===== src/rtl/shift_unit.sv =====
// Multi-cycle variable shifter: SLL/SRL/SRA/ROL of a registered operand,
// up to STEP bits per cycle, under a start/busy/done handshake.
module shift_unit #(
  parameter int WIDTH   = 16,
  parameter int SHAMT_W = 4,
  parameter int STEP    = 1
) (
  input  logic               clk,
  input  logic               reset,
  input  logic               start,
  input  logic [1:0]         mode,
  input  logic [WIDTH-1:0]   in,
  input  logic [SHAMT_W-1:0] shamt,
  output logic               busy,
  output logic               done,
  output logic [WIDTH-1:0]   out,
  output logic               carry,
  output logic [1:0]         state_dbg
);

  // Handshake: start is accepted only while IDLE; busy is high from the
  // accept edge until done rises; done is a one-cycle pulse marking out/carry valid.
  typedef enum logic [1:0] {
    IDLE  = 2'd0,
    SHIFT = 2'd1,
    DONE  = 2'd2
  } state_e;

  localparam logic [1:0] MODE_SLL = 2'b00;
  localparam logic [1:0] MODE_SRL = 2'b01;
  localparam logic [1:0] MODE_SRA = 2'b10;
  localparam logic [1:0] MODE_ROL = 2'b11;

  state_e               state_q;
  logic [WIDTH-1:0]     reg_q;
  logic [WIDTH-1:0]     reg_d;
  logic [SHAMT_W-1:0]   cnt_q;
  logic [SHAMT_W-1:0]   cnt_d;
  logic [1:0]           mode_q;
  logic                 carry_q;
  logic                 carry_d;
  logic                 busy_q;
  logic                 done_q;
  logic [WIDTH-1:0]     out_q;

  // One SHIFT cycle: apply min(STEP, cnt) single-bit steps in sequence.
  always_comb begin
    reg_d   = reg_q;
    carry_d = carry_q;
    for (int i = 0; i < STEP; i++) begin
      if (i < int'(cnt_q)) begin
        case (mode_q)
          MODE_SLL: begin
            carry_d = reg_d[WIDTH-1];
            reg_d   = {reg_d[WIDTH-2:0], 1'b0};
          end
          MODE_SRL: begin
            carry_d = reg_d[0];
            reg_d   = {1'b0, reg_d[WIDTH-1:1]};
          end
          MODE_SRA: begin
            carry_d = reg_d[0];
            reg_d   = {reg_d[WIDTH-1], reg_d[WIDTH-1:1]};
          end
          MODE_ROL: begin
            carry_d = reg_d[WIDTH-1];
            reg_d   = {reg_d[WIDTH-2:0], reg_d[WIDTH-1]};
          end
          default: begin
            carry_d = carry_q;
            reg_d   = reg_q;
          end
        endcase
      end
    end
    if (int'(cnt_q) > STEP) begin
      cnt_d = cnt_q - SHAMT_W'(STEP);
    end else begin
      cnt_d = '0;
    end
  end

  always_ff @(posedge clk) begin
    if (reset) begin
      state_q <= IDLE;
      reg_q   <= '0;
      cnt_q   <= '0;
      mode_q  <= MODE_SLL;
      carry_q <= 1'b0;
      busy_q  <= 1'b0;
      done_q  <= 1'b0;
      out_q   <= '0;
    end else begin
      done_q <= 1'b0;
      case (state_q)
        IDLE: begin
          if (start) begin
            reg_q   <= in;
            cnt_q   <= shamt;
            mode_q  <= mode;
            carry_q <= 1'b0;
            busy_q  <= 1'b1;
            state_q <= (shamt == '0) ? DONE : SHIFT;
          end
        end
        SHIFT: begin
          reg_q   <= reg_d;
          carry_q <= carry_d;
          cnt_q   <= cnt_d;
          if (cnt_d == '0) begin
            state_q <= DONE;
          end
        end
        DONE: begin
          out_q   <= reg_q;
          done_q  <= 1'b1;
          busy_q  <= 1'b0;
          state_q <= IDLE;
        end
        default: begin
          busy_q  <= 1'b0;
          state_q <= IDLE;
        end
      endcase
    end
  end

  assign busy      = busy_q;
  assign done      = done_q;
  assign out       = out_q;
  assign carry     = carry_q;
  assign state_dbg = state_q;

endmodule


===== config.mk =====
export PLATFORM = sky130hd
export DESIGN_NAME = shift_unit
export DESIGN_NICKNAME = d
export VERILOG_FILES = /design/src/rtl/shift_unit.sv
export SDC_FILE = /design/constraint.sdc
export NUM_CORES = 1
export LEC_CHECK = 0
export ABC_CLOCK_PERIOD_IN_PS = 2400
export CAP_MARGIN = 20
export CORE_MARGIN = 2
export CORE_UTILIZATION = 40
export CTS_CLUSTER_SIZE = 20
export DETAILED_ROUTE_END_ITERATION = 10
export GPL_ROUTABILITY_DRIVEN = 0
export PLACE_DENSITY = 0.65
export SKIP_CTS_REPAIR_TIMING = 1
export SYNTH_ARGS = -nofsm -noshare
export SYNTH_HDL_FRONTEND = slang
export SYNTH_SLANG_ARGS = --single-unit

===== constraint.sdc =====
create_clock -name clk -period 2.4 [get_ports clk]
set_input_delay 0.36 -clock clk [delete_from_list [all_inputs] [get_ports clk]]
set_output_delay 0.36 -clock clk [all_outputs]
set_load 0.02 [all_outputs]

==> metrics.md <==
| Metric | Value |
|---|---|
| Outcome | `finished, final reports clean` |
| # rows | `26` |
| Slowest cell delay on critical path | `0.74 ns` |
| Vias post-DR | `1909` |
| # clock sinks | `43` |
| Hold path depth | `2` |
| CP Class | `register to output pin` |
| Reg clk slew, reported paths | `0.08 ns` |
| Crit path buf inv count | `1` |
| Synth Area in Compound Gates | `27.99%` |
| Drt initial violations | `139` |
| Die X | `77.24 µm` |
| Proportion of synthesized chip area in sequential cells | `40.12%` |
| Post-DRT Antenna Nets | `0` |
| Post-layout nets | `320` |
| Warnings from Yosys | `0` |
| Setup TNS | `0 ns` |
| Mean routed wirelength per cell | `14.30 µm` |
| Register area | `860.8 µm²` |
| Drt first pass iters | `4` |
| Clk_lat worst skew | `0.29 ns` |
| TritonCTS Buffers | `5` |
| Initial core utilization | `41.75%` |
| Synth top area share | `40.12%` |
| Pwr dens | `739.8 nW/µm²` |
| Port Buffer Count | `45` |
| IO Pins | `46` |
| Clock buffer depth | `2` |
| Commonest non-fill, non-tap cells in the layout | `clkdlybuf4s50_1 (45), dfxtp_1 (43), nand2_1 (36)` |
| Final hold vios | `0` |
| Largest family of logic cells by synthesized area | `compound AO/OA/AOI/OAI gates` |
| CTS tree | `done` |
| Peak supply drop | `0.3151 mV` |
| Synth Area in Simple Gates | `20.87%` |
| Crit path max fanout | `14` |
| Worst slew pin tran | `0.6685 ns` |
| Largest net degree at the start of global routing | `26` |
| Final count of pins violating max slew | `0` |
| Layout cell share with drive strength beyond 1 | `7.241%` |
| First-pass GRT wire length | `8763 µm` |
| # diodes | `0` |
| #FFs+latches synth | `43` |
| Setup violators final | `0` |
| Syn Nets | `283` |
| Total track usage | `18.23%` |
| Initial antenna violation count | `0` |
| Maxcap violations | `0` |
| Commonest non-fill, non-tap cell in the layout | `clkdlybuf4s50_1` |
| CP max-delay cell | `dfxtp_1` |
| Worst Reg-to-Reg Cells | `6` |
| Critical Path Sink Type | `output pin` |
| Remaining global-route overflow | `0` |
| Vias per Instance | `5.303` |
| Multi-input logic area | `1155 µm²` |
| Final wirelength | `5147 µm` |
| Post-synth design cell area | `2146 µm²` |
| Delay-heaviest family, CP | `flip-flops` |
| Leakage | `0.0009276 µW` |
| Multiplexer share of the synthesized area | `1.458%` |
| Critical Path Start Type | `register` |
| Path length in cells of the critical path | `1` |
| Fin Clk Skew | `0.008219 ns` |
| Syn Area/Cell | `8.515 µm²` |
| HP Class | `register to register` |
| Clock Root Buffer | `clkbuf_8` |
| Slew HR | `55.43%` |
| Cells after synthesis | `252` |
| Post-Synth Adder-Cell Area | `3.499%` |
| Worst path cell trace | `clkdlybuf4s50_1` |
| Drc violations | `0` |
| Fin crit share | `88.04%` |
| Area growth, synth to finish | `26.65%` |
| RSZ-0062 raised after global routing | `false` |
| Die Ht | `77.24 µm` |
| Fill cells | `520` |
| Post-DP HPWL | `3471 µm` |
| Vias in the first global route | `1747` |
| Worst EP required | `2.04 ns` |
| Peak Freq | `473.3 MHz` |
| Core Area | `5140 µm²` |
| Hold WS | `0.4567 ns` |
| Synth area leader | `dfxtp_1` |
| Yosys cell types | `39` |
| Synth area leaders | `dfxtp_1 (40%), a221o_1 (7.0%), nand2_1 (6.3%)` |
| Critical Path AT | `1.75 ns` |
| Die ar. | `5966 µm²` |
| Post-Synth XOR/XNOR Area | `0%` |
| Htree depth | `2` |
| Tmin final | `2.113 ns` |
-- layer usage --
layer  part of all wire (%)  GRT usage (%)  vias up  wire length [µm]
met5                      0              0        -                 0
met4                   0.41          4.286        0                21
met3                    4.6          4.000        2               239
met2                     46          28.52       50              2368
met1                     49          25.58      879              2517
li1                       -              -      978                 -
-- Yosys cell counts --
cell type  number
a211oi_1        1
a21oi_1        24
a221o_1        15
a22oi_1         2
a311o_1         1
a311oi_1        1
a31oi_1         2
a31oi_4         1
and2b_2         1
buf_2           8
buf_4           2
buf_6           2
clkbuf_1        8
dfxtp_1        43
ha_1            6
inv_1           6
mux2_2          1
mux2i_1         2
nand2_1        36
nand2b_1       19
nand2b_4        1
nand3_1         2
nand3b_1        1
nand4bb_1       1
nor2_1         12
nor2b_1         6
nor3_1          3
nor3b_1         1
nor3b_4         1
nor4_1          1
o21ai_0        17
o21ba_2         1
o21bai_4        1
o22a_1          2
o22ai_1        16
o2bb2ai_1       1
o31ai_1         2
or2_1           1
or2_2           1
-- cell type report --
cell class	instances	share of cell area (%)
Inverter	6	0.8287
Clock buffer	7	3.545
Sequential cell	43	31.68
Clock inverter	1	0.2762
Timing Repair Buffer	50	17.96
Tap cell	70	3.223
Multi-Input combinational cell	183	42.50
-- metrics by stage --
step / util, % / setup WS [ns] / cells / power, µW / area [µm²]
after floorplan: - / 0.7297 / 252 / 1337 / 2146
after global placement: 50.85 / 0.5050 / 352 / 1501 / 2614
after detailed placement: 50.85 / 0.4276 / 352 / 1507 / 2614
after CTS: 52.87 / 0.2679 / 360 / 2022 / 2718
after global routing: 52.87 / 0.2016 / 360 / 2139 / 2718
final: 52.87 / 0.2870 / 360 / 2011 / 2718
-- kinds of logic after synthesis --
family          Yosys count
mux                       3
simple gates             87
flops                    43
fa+ha+maj                 6
compound gates           87
buf+inv                  26
-- registers in the layout, indices dropped and copies added (netlist names) --
signal,cells
done,1
mode_q,2
reg_q,16
carry,1
out,16
state_dbg,2
cnt_q,4
busy,1
-- worst paths after layout --
kind | startpoint | to | slack [ns]
worst min-delay path | out[5] | out[5] | 0.46
worst max register to register | mode_q[0] | reg_q[13] | 0.60
worst max-delay path | state_dbg[0] | state_dbg[0] | 0.29
worst min register to register | out[5] | out[5] | 0.46
-- report_power, final --
group / leakage (µW) / internal [µW] / switching [µW]
clock network: 0.0000505 / 262 / 255
registers: 0.000351 / 801 / 120
logic: 0.000526 / 276 / 296
Power figures use the tool's default switching activity.
